## config.mk

```make
export PLATFORM = sky130hd
export DESIGN_NAME = bus_arbiter
export DESIGN_NICKNAME = d
export VERILOG_FILES = /design/src/rtl/bus_arbiter.sv
export SDC_FILE = /design/constraint.sdc
export NUM_CORES = 1
export LEC_CHECK = 0
export BUFFER_PORTS_ARGS = -buffer_cell sky130_fd_sc_hd__clkbuf_2
export CAP_MARGIN = 20
export CORE_MARGIN = 2
export CORE_UTILIZATION = 43
export CTS_CLUSTER_DIAMETER = 50
export DETAILED_ROUTE_END_ITERATION = 8
export GPL_ROUTABILITY_DRIVEN = 1
export GPL_TIMING_DRIVEN = 0
export PLACE_DENSITY = 0.75
export SYNTH_ARGS = -nofsm -noshare
export SYNTH_HDL_FRONTEND = slang
export SYNTH_SLANG_ARGS = --single-unit
```

## constraint.sdc

```tcl
create_clock -name clk -period 1.6 [get_ports clk]
set_clock_uncertainty 0.05 [all_clocks]
set_input_delay 0.32 -clock clk [delete_from_list [all_inputs] [get_ports clk]]
set_output_delay 0.32 -clock clk [all_outputs]
set_load 0.01 [all_outputs]
```

## src/rtl/bus_arbiter.sv

```systemverilog
// Two-requester round-robin bus arbiter with a fixed 3-cycle IDLE/ACCESS/RESP transaction.
// Define ARB_LOCK_EN to add the r0_lock/r1_lock bus-retention inputs.
module bus_arbiter #(
    parameter int ADDR_W = 10,
    parameter int DATA_W = 8
) (
    input  logic              clk,
    input  logic              rst,
    input  logic              r0_req,
    input  logic              r0_we,
    input  logic [ADDR_W-1:0] r0_addr,
    input  logic [DATA_W-1:0] r0_wdata,
    input  logic              r1_req,
    input  logic              r1_we,
    input  logic [ADDR_W-1:0] r1_addr,
    input  logic [DATA_W-1:0] r1_wdata,
`ifdef ARB_LOCK_EN
    input  logic              r0_lock,
    input  logic              r1_lock,
`endif
    output logic              r0_gnt,
    output logic              r0_done,
    output logic [DATA_W-1:0] r0_rdata,
    output logic              r1_gnt,
    output logic              r1_done,
    output logic [DATA_W-1:0] r1_rdata,
    output logic              en_load,
    output logic [ADDR_W-1:0] addr_load,
    input  logic [DATA_W-1:0] data_load,
    output logic              en_store,
    output logic [ADDR_W-1:0] addr_store,
    output logic [DATA_W-1:0] data_store
);

    typedef enum logic [1:0] {
        IDLE   = 2'd0,
        ACCESS = 2'd1,
        RESP   = 2'd2
    } state_t;

    state_t state, state_next;

    logic              ptr;
    logic              owner;
    logic              we_q;
    logic              win;
    logic              keep_ptr;
    logic              sel_we;
    logic [ADDR_W-1:0] sel_addr;
    logic [DATA_W-1:0] sel_wdata;

    always_ff @(posedge clk) begin
        if (rst) state <= IDLE;
        else     state <= state_next;
    end

    always_comb begin
        state_next = state;
        win        = r1_req;
        if (r0_req && r1_req) win = ptr;
        sel_we    = win ? r1_we    : r0_we;
        sel_addr  = win ? r1_addr  : r0_addr;
        sel_wdata = win ? r1_wdata : r0_wdata;
`ifdef ARB_LOCK_EN
        keep_ptr = owner ? r1_lock : r0_lock;
`else
        keep_ptr = 1'b0;
`endif
        case (state)
            IDLE:    if (r0_req || r1_req) state_next = ACCESS;
            ACCESS:  state_next = RESP;
            RESP:    state_next = IDLE;
            default: state_next = IDLE;
        endcase
    end

    // A held lock leaves the pointer on the owner; since the pointer breaks ties,
    // the owner keeps the bus until it drops lock or idles with req low.
    always_ff @(posedge clk) begin
        if (rst) begin
            ptr        <= 1'b0;
            owner      <= 1'b0;
            we_q       <= 1'b0;
            r0_gnt     <= 1'b0;
            r1_gnt     <= 1'b0;
            r0_done    <= 1'b0;
            r1_done    <= 1'b0;
            r0_rdata   <= '0;
            r1_rdata   <= '0;
            en_load    <= 1'b0;
            en_store   <= 1'b0;
            addr_load  <= '0;
            addr_store <= '0;
            data_store <= '0;
        end else begin
            en_load  <= 1'b0;
            en_store <= 1'b0;
            r0_done  <= 1'b0;
            r1_done  <= 1'b0;
            case (state)
                IDLE: begin
                    if (r0_req || r1_req) begin
                        owner    <= win;
                        we_q     <= sel_we;
                        r0_gnt   <= ~win;
                        r1_gnt   <= win;
                        en_load  <= ~sel_we;
                        en_store <= sel_we;
                        if (sel_we) begin
                            addr_store <= sel_addr;
                            data_store <= sel_wdata;
                        end else begin
                            addr_load <= sel_addr;
                        end
                    end
                end
                ACCESS: begin
                    r0_done <= ~owner;
                    r1_done <= owner;
                    if (!we_q) begin
                        if (owner) r1_rdata <= data_load;
                        else       r0_rdata <= data_load;
                    end
                end
                RESP: begin
                    r0_gnt <= 1'b0;
                    r1_gnt <= 1'b0;
                    ptr    <= keep_ptr ? owner : ~owner;
                end
                default: ;
            endcase
        end
    end

endmodule

```

==> results.py, run 1 <==
metrics = {
    "outcome": {
        "status": "complete, no violations",
    },
    "synthesis": {
        "synthCells": 277,
        "ys_seq_area_share_pct": 44.4,
        "avgSynthCellArea_sq_um": 8.96,
        "ys_seq_elements": 55,
        "yosysWarnings": 0,
        "yosys.cell_types.count": 28,
        "syn_nets": 327,
        "syn_area_sq_um": 2480,
    },
    "routing": {
        "remaining_drc_errors": 0,
        "firstDrtPassIters": 4,
        "route.vias.total": 2489,
        "detail_route.vias_per_cell": 5.48,
        "wl_per_cell_microns": 15.7,
        "dr_wl_met3_microns": 669,
        "met1_length_microns": 3050,
        "routed_wl_microns": 7120,
        "top_layer": "met4",
        "wl_met2_microns": 3280,
        "dr.first_iter.drc_count": 128,
        "antenna_left": 0,
    },
    "power": {
        "power_density_nw_per_um2": 945,
        "ir_drop_v": 0.000475,
        "p_leak_nw": 1.35,
    },
    "sta": {
        "finalHoldViolCount": 0,
        "drv_slew": 0,
        "worst_pin_slew_ns": 0.523,
        "clock.fmax_ghz": 0.640,
        "setup-violations-final": 0,
        "min_period_ns": 1.56,
        "slew_headroom_pct": 64.9,
        "post-route-period-util_pct": 97.7,
    },
    "floorplan": {
        "die_x_microns": 80.0,
        "rows": 27,
        "start_util_pct": 44.8,
        "die_area_sq_um": 6400,
        "core_sq_um": 5540,
        "pin_count": 100,
        "die_h_microns": 80.0,
    },
    "place": {
        "portBuffers": 97,
        "postPlaceCellArea_sq_um": 3060,
        "hpwl_microns": 5020,
        "dp_cells": 446,
        "gp_congestion": 0.780,
    },
    "final_layout": {
        "area.growth.synth_to_final_pct": 30.0,
        "antenna_cells": 0,
        "layout.nets": 431,
        "drive_gt1_share_pct": 34.6,
        "fill_cells": 531,
        "final_cells": 454,
        "design_area_sq_um": 3230,
    },
    "global_routing": {
        "first_global_vias": 2409,
        "grt_max_degree": 20,
        "grt_pass1_wl_microns": 11400,
        "antenna_found_initial": 0,
        "track_usage_pct": 22.6,
        "grt.overflow.total": 0,
    },
    "clock_network": {
        "cts.clk_slew.worst_paths_ns": 0.11,
        "clock_latency_ns": 0.31,
        "clock-root-buffer": "clkbuf_8",
        "clk_path_buf_depth": 2,
        "cts_buffers": 5,
        "cts_sinks": 55,
        "htreeDepth": 2,
        "cts_tree": "done",
    },
    "worst_setup_path": {
        "path_class": "reg2reg",
        "required_ns": 1.78,
        "path_cells": "nand2b_4, a2111oi_4, buf_4, a21oi_1, a311oi_1",
        "crit_arrival_ns": 1.75,
        "cp_num_buf_inv": 1,
        "start_kind": "flip-flop",
        "crit_slowest_cell": "a2111oi_4",
        "cp_max_fo": 5,
        "end_kind": "flip-flop",
        "cp_top_family": "compound AO/OA/AOI/OAI gates",
        "slowest_delay_ns": 0.41,
    },
    "min_path": {
        "hp-class": "in2reg",
    },
    "flow_run": {
        "cap_violations": 0,
    },
}
-- cells in the final DEF, fill, tap and decap left out, drive strengths merged --
master	Yosys	layout
a221oi	18	18
a21oi	21	21
nand4b	18	18
and2	4	4
nand2	18	18
a211oi	1	1
inv	19	20
clkinvlp	0	1
clkinv	0	1
nand2b	20	20
dfxtp	55	55
nor2	14	14
a311oi	10	10
nor3	5	5
clkbuf	18	117
or3	3	3
a21bo	1	1
mux2i	18	18
nor4	1	1
o21a	1	1
a21boi	1	1
a2111oi	1	1
o21ai	22	22
nor3b	1	1
buf	7	10
-- Yosys cell counts (all sizes together) --
cell / instances / area, sq um
o21a: 1 / 7.51
a21bo: 1 / 10.0
nand2b: 20 / 125
mux2i: 18 / 180
buf: 7 / 45.0
a221oi: 18 / 158
a211oi: 1 / 7.51
nor3: 5 / 30.0
a311oi: 10 / 87.6
o21ai: 22 / 114
nand4b: 18 / 158
nand2: 18 / 67.6
dfxtp: 55 / 1100
and2: 4 / 27.5
a2111oi: 1 / 27.5
nor4: 1 / 6.26
nor3b: 1 / 7.51
clkbuf: 18 / 67.6
a21boi: 1 / 7.51
nor2: 14 / 52.6
a21oi: 21 / 105
or3: 3 / 18.8
inv: 19 / 71.3
-- path summary, 6_finish.rpt --
path                startpoint            to  slack (ns)  cells past startpoint
setup / recovery           ptr  addr_load[1]        0.04                      5
hold / removal    data_load[5]   r0_rdata[5]        0.18                      3
setup reg to reg           ptr  addr_load[1]        0.04                      5
hold reg to reg    r0_rdata[4]   r0_rdata[4]        0.41                      2
-- report_power, final --
group	switching, mW	internal (mW)
registers	0.0665	1.48
clock network	0.500	0.323
logic	0.392	0.294
-- repair_timing --
action,in CTS,in global routing
resized for setup,14,16
endpoints found under the hold margin,0,0
pin swaps,2,2
hold buffers,0,0
buffers inserted,1,0
gates cloned,0,1
setup endpoints to repair,48,46
-- kinds of logic after synthesis --
family	count (synthesis)	synth area share [%]
compound gates	76	21.1
flops	55	44.4
buf+inv	44	7.41
simple gates	84	19.9
mux	18	7.26
-- per-stage QoR --
stage	worst slack, ns	hold slack [ns]	util (%)	total power [mW]	setup TNS, ns
CTS	0.0186	0.166	57.6	3.06	0
finish	0.0364	0.177	58.3	3.05	0
detailed placement	-0.322	0.400	55.2	2.22	-7.88
global route	-0.0250	0.180	58.3	3.22	-0.0591
floorplan	0.00615	0.398	-	1.95	0
global placement	-0.263	0.391	55.2	2.20	-6.55
-- state kept, by name, indices dropped and copies added, names as in the netlist --
name	count
r1_rdata	8
r0_gnt	1
en_store	1
r1_gnt	1
data_store	8
ptr	1
en_load	1
addr_store	10
r0_done	1
r1_done	1
we_q	1
r0_rdata	8
state	2
addr_load	10
owner	1
-- per-layer routing --
layer	global-route usage [%]	vias up
met2	36.6	117
met5	0	-
met1	28.8	1152
li1	-	1207
met4	8.14	0
met3	6.22	13
-- worst register-to-register path, stage by stage, from the launching register on --
cell and delay (ns):
dfxtp_1 0.32, nand2b_4 0.17, a2111oi_4 0.41, buf_4 0.21
a21oi_1 0.07, a311oi_1 0.25
-- cell type report --
class	instances	area, sq um	share of cell area (%)
multi-input cells	178	1240	38.4
flip-flops and latches	55	1100	34.2
repair buffers	99	504	15.6
plain buffers	23	121	3.76
well taps	72	90.1	2.79
inverters	19	71.3	2.21
clock buffers	5	68.8	2.13
clock inverters	3	27.5	0.853
Note: power is estimated with default switching activity, not from simulation.
==> inputs of run 2 (changes only) <==
- CORE_UTILIZATION: 43 -> 40
- PLACE_DENSITY: 0.75 -> 0.71
==> run 2 against run 1 <==
  * Global-route usage shrank 3.0 points
  * Cell area is the same
  * Cell count grew 0.44%
  * Clock power grew 0.7%
  * Die area grew 7.1%
  * Setup slack gained 0.063 ns
  * Flip-flop and latch count is the same
  * Sequential power is essentially flat
  * Highest routed layer unchanged
==> results.py, run 2 (same netlist as run 1, synthesis figures left out) <==
metrics = {
    "outcome": {
        "status": "complete, no violations",
    },
    "worst_setup_path": {
        "crit_cells": 4,
        "cp_top_family": "compound AO/OA/AOI/OAI gates",
        "r2r_slack_ns": 0.1,
        "crit_arrival_ns": 1.67,
        "cp_max_fo": 10,
        "r2r-start": "state[0]",
        "path_cells": "nor3_4, o21ai_4, buf_6, a221oi_1",
        "cp-startpoint": "state[0]",
        "crit_slowest_cell": "dfxtp_2",
        "endpoint": "data_store[5]",
        "r2r_end": "data_store[5]",
        "end_kind": "flip-flop",
        "path_class": "reg2reg",
        "required_ns": 1.77,
        "cp_num_buf_inv": 1,
        "r2r_cells": 4,
        "slowest_delay_ns": 0.39,
        "start_kind": "flip-flop",
    },
    "place": {
        "gp_congestion": 0.802,
        "dp_cells": 449,
        "pre_cts_slack_ns": -0.304,
        "hpwl_microns": 5050,
        "portBuffers": 97,
    },
    "floorplan": {
        "core_sq_um": 5960,
        "pin_count": 100,
        "die_area_sq_um": 6850,
        "die_x_microns": 82.8,
        "start_util_pct": 41.7,
        "die_h_microns": 82.8,
        "rows": 28,
    },
    "power": {
        "p_leak_nw": 1.35,
        "ir_drop_v": 0.000503,
        "power_density_nw_per_um2": 942,
    },
    "clock_network": {
        "cts.clk_slew.worst_paths_ns": 0.11,
        "clock_latency_ns": 0.32,
        "clk_path_buf_depth": 2,
        "htreeDepth": 2,
        "holdBufCountCts": 0,
        "cts_tree": "done",
        "cts_sinks": 55,
        "cts_buffers": 5,
        "clock-root-buffer": "clkbuf_8",
    },
    "sta": {
        "finalHoldViolCount": 0,
        "slew_headroom_pct": 65.9,
        "worst_pin_slew_ns": 0.509,
        "worst_slack_ns": 0.0998,
        "drv_slew": 0,
        "setup-violations-final": 0,
        "clock.fmax_ghz": 0.667,
        "post-route-period-util_pct": 93.8,
        "min_period_ns": 1.50,
    },
    "final_layout": {
        "largest_registers": "addr_load x10, addr_store x10",
        "area.growth.synth_to_final_pct": 30.0,
        "final_cells": 456,
        "layout_common_cells": "clkbuf_2 (100), dfxtp_1 (53), o21ai_0 (21), a21oi_1 (21), inv_1 (19)",
        "final_common_cell": "clkbuf_2",
        "antenna_cells": 0,
        "layout.nets": 430,
        "drive_gt1_share_pct": 34.1,
    },
    "flow_run": {
        "cap_violations": 0,
    },
    "routing": {
        "routed_wl_microns": 6810,
        "antenna_left": 0,
        "route.vias.total": 2413,
        "firstDrtPassIters": 4,
        "dr.first_iter.drc_count": 146,
        "wl_per_cell_microns": 14.9,
        "remaining_drc_errors": 0,
        "detail_route.vias_per_cell": 5.29,
    },
    "global_routing": {
        "antenna_found_initial": 0,
        "grt_pass1_wl_microns": 10300,
        "grt_max_degree": 20,
        "first_global_vias": 2178,
        "grt.overflow.total": 0,
        "track_usage_pct": 19.7,
    },
    "min_path": {
        "min_from": "data_load[3]",
        "hp-class": "in2reg",
    },
}
## run 2: cell types whose count changed in the layout (fill, tap and decap cells not counted)
cell	change
clkbuf_2	-1
clkinv_4	-1
inv_6	+1
buf_4	-1
clkbuf_4	+2
clkbuf_1	+1
buf_2	-2
## run 2: repair_timing
item	4_1_cts	5_1_grt
setup endpoints to repair	47	40
hold endpoints to repair	0	0
gates resized for setup	15	13
buffers inserted	1	0
pin swaps	1	1
## run 2: per-stage QoR
step	utilization, %	power, mW	hold slack, ns	cell area, sq um	setup TNS (ns)
after floorplan	-	1.95	0.398	2480	0
after global placement	51.4	2.21	0.391	3060	-6.78
after detailed placement	51.4	2.22	0.400	3060	-8.45
after CTS	53.7	3.06	0.165	3200	-0.0184
after global routing	54.2	3.20	0.176	3230	-0.00787
final	54.2	3.04	0.174	3230	0
## run 2: power breakdown
part | switching (mW) | internal [mW] | total (mW) | leakage (nW)
Clock | 0.502 | 0.326 | 0.828 | 0.0467
Sequential | 0.0646 | 1.48 | 1.54 | 0.452
Combinational | 0.381 | 0.291 | 0.672 | 0.851
Total | 0.948 | 2.09 | 3.04 | 1.35
## run 2: worst reg2reg max path, cell delays in order, from the launching register on
cell and delay (ns):
dfxtp_2 0.39, nor3_4 0.32, o21ai_4 0.17, buf_6 0.18, a221oi_1 0.30
## run 2: worst min path at each step
stage                        endpoint  slack (ns)  cells after the start
after global placement    r0_rdata[3]        0.39                      2
after global routing      r0_rdata[1]        0.18                      3
after CTS                 r0_rdata[7]        0.16                      3
final                     r0_rdata[3]        0.17                      3
after detailed placement  r0_rdata[0]        0.40                      2
after floorplan                   ptr        0.40                      2
## run 2: area by class of cell
class	instances	area, sq um
buffer	23	129
clock buffer	5	68.8
clock inverter	3	27.5
fill	586	2730
inverter	19	71.3
multi-input combinational	178	1240
sequential	55	1100
tap	75	93.8
timing repair buffer	98	493
## run 2: per-layer routing
| layer | vias up | wire (microns) | global-route usage, % |
|---|---|---|---|
| met3 | 4 | 552 | 4.87 |
| met5 | - | 0 | 0 |
| met2 | 86 | 3250 | 34.3 |
| met1 | 1118 | 2970 | 24.7 |
| met4 | 0 | 42 | 3.93 |
| li1 | 1205 | - | - |
==> inputs of run 3 (changes only) <==
- REMOVE_ABC_BUFFERS: not set -> 1
==> run 3 against run 2 <==
  * The flow now finishes with violations (negative setup slack)
  * Cell count fell by 2.4%
  * Critical path type is now in2reg
  * Register-to-register slack worse by 0.07 ns
  * Utilization is 0.40 points higher
  * Sequential power hardly changed
  * Highest routed layer unchanged
  * Via count down 0.21%
  * Clock power increased by 15%
  * Sequential share of layout area is 0.21 points lower
==> results.py, run 3 (same netlist as run 1, synthesis figures left out) <==
metrics = {
    "place": {
        "portBuffers": 99,
        "pre_cts_slack_ns": -1.11,
        "dp_cells": 428,
        "hpwl_microns": 4420,
        "gp_congestion": 0.818,
        "postPlaceCellArea_sq_um": 3010,
    },
    "worst_setup_path": {
        "end_kind": "flip-flop",
        "slowest_delay_ns": 0.41,
        "r2r_slack_ns": 0.03,
        "start_kind": "primary input",
        "crit_arrival_ns": 1.75,
        "path_cells": "clkbuf_4, nor2_1, nor3_4, buf_4, buf_8, a221oi_1",
        "required_ns": 1.74,
        "path_class": "in2reg",
        "cp_num_buf_inv": 3,
        "cp_max_fo": 24,
        "cp_top_family": "buffers and inverters",
        "crit_slowest_cell": "nor2_1",
    },
    "sta": {
        "whs_ns": 0.194,
        "clock.fmax_ghz": 0.621,
        "worst_pin_slew_ns": 1.11,
        "setup-violations-final": 1,
        "post-route-period-util_pct": 101,
        "grt_setup_unrepaired": "true",
        "finalHoldViolCount": 0,
        "min_period_ns": 1.61,
        "drv_slew": 0,
        "worst_slack_ns": -0.0110,
        "slew_headroom_pct": 26.3,
    },
    "routing": {
        "wl_per_cell_microns": 15.6,
        "dr.first_iter.drc_count": 130,
        "detail_route.vias_per_cell": 5.41,
        "route.vias.total": 2408,
        "firstDrtPassIters": 4,
        "remaining_drc_errors": 0,
        "antenna_left": 0,
        "routed_wl_microns": 6950,
    },
    "floorplan": {
        "core_sq_um": 5960,
        "die_h_microns": 82.8,
        "die_x_microns": 82.8,
        "pin_count": 100,
        "die_area_sq_um": 6850,
        "start_util_pct": 41.7,
        "rows": 28,
    },
    "power": {
        "clkPwrFrac_pct": 29.9,
        "switching_power_uw": 902,
        "p_leak_nw": 1.36,
        "power_density_nw_per_um2": 980,
        "power_mw": 3.19,
        "p_int_mw": 2.29,
        "ir_drop_v": 0.000355,
        "swShare_pct": 28.3,
        "seq_power_share_pct": 48.5,
        "p_comb_share_pct": 21.5,
    },
    "clock_network": {
        "clk_path_buf_depth": 2,
        "holdBufCountCts": 0,
        "cts_buffers": 5,
        "htreeDepth": 2,
        "clock_latency_ns": 0.30,
        "cts_sinks": 55,
        "cts.clk_slew.worst_paths_ns": 0.09,
        "clock-root-buffer": "clkbuf_8",
        "cts_tree": "done",
    },
    "final_layout": {
        "design_area_sq_um": 3250,
        "layout.nets": 419,
        "multiInputGateArea_sq_um": 1260,
        "largest_registers": "addr_load x10, addr_store x10",
        "layout_common_cells": "clkbuf_2 (97), dfxtp_1 (52), o21ai_0 (21), a21oi_1 (21), inv_1 (19)",
        "drive_gt1_share_pct": 35.9,
        "antenna_cells": 0,
        "seq_area_sq_um": 1100,
        "fill_cells": 576,
        "final_cells": 445,
        "final_common_cell": "clkbuf_2",
        "area.growth.synth_to_final_pct": 31.0,
    },
    "outcome": {
        "failed_checks": "negative setup slack",
        "status": "finished with violations",
    },
    "flow_run": {
        "cap_violations": 0,
    },
    "min_path": {
        "hp-class": "in2reg",
    },
    "global_routing": {
        "grt_pass1_wl_microns": 10600,
        "antenna_found_initial": 0,
        "track_usage_pct": 20.4,
        "grt.overflow.total": 0,
        "grt_max_degree": 55,
        "first_global_vias": 2244,
    },
}
## run 3: cell types whose count changed in the layout (fill, tap and decap cells not counted), moves of 2 or more
| cell | before | now |
|---|---|---|
| clkbuf_1 | 12 | 0 |
| buf_4 | 3 | 7 |
| clkbuf_2 | 100 | 97 |
| buf_6 | 3 | 1 |
## run 3: final timing paths
| check | startpoint | to | depth (start not counted) |
|---|---|---|---|
| min reg2reg | r0_rdata[0] | r0_rdata[0] | 2 |
| max | r1_req | addr_store[2] | 6 |
| min | data_load[0] | r0_rdata[0] | 3 |
| max reg2reg | ptr | addr_store[2] | 5 |
## run 3: cell type report
class | instances | area share [%]
clock buffer | 6 | 2.54
clock inverter | 2 | 1.08
inverter | 19 | 2.19
multi-input combinational | 179 | 38.7
sequential | 55 | 34.0
tap | 75 | 2.89
timing repair buffer | 109 | 18.6
## run 3: stage by stage
| stage | util (%) | setup TNS, ns |
|---|---|---|
| after global placement | 49.7 | -69.21 |
| after CTS | 54.5 | 0 |
| after floorplan | - | -22.20 |
| final | 54.6 | -0.0110 |
| after global routing | 54.6 | -1.15 |
| after detailed placement | 50.6 | -38.60 |
## run 3: worst min-delay path, delay by kind of cell
kind | cells | cell delay (ns)
buffers and inverters | 1 | 0.09
and+or+nand+nor | 1 | 0.05
AOI/OAI and AO/OA | 1 | 0.05
## run 3: routing by layer
metal | up-vias | share of wire (%) | track usage, % | wire length (microns)
met5 | - | 0 | 0 | 0
met4 | 0 | 1.5 | 7.05 | 104
met3 | 9 | 5.8 | 4.22 | 405
met2 | 79 | 49 | 34.0 | 3430
met1 | 1137 | 43 | 26.3 | 3010
li1 | 1183 | - | - | -
## run 3: power by group through the flow
stage	clock (mW)	combinational, mW	sequential (mW)
2_1_floorplan	0	0.285	1.61
3_3_place_gp	0	0.606	1.57
3_5_place_dp	0	0.637	1.57
4_1_cts	0.975	0.685	1.55
5_1_grt	1.03	0.754	1.56
6_report	0.954	0.686	1.55
## run 3: what timing repair did
item	4_1_cts	5_1_grt
setup buffers	8	0
setup endpoints to repair	50	42
pin swaps	4	1
gates cloned	1	0
gates resized for setup	15	3
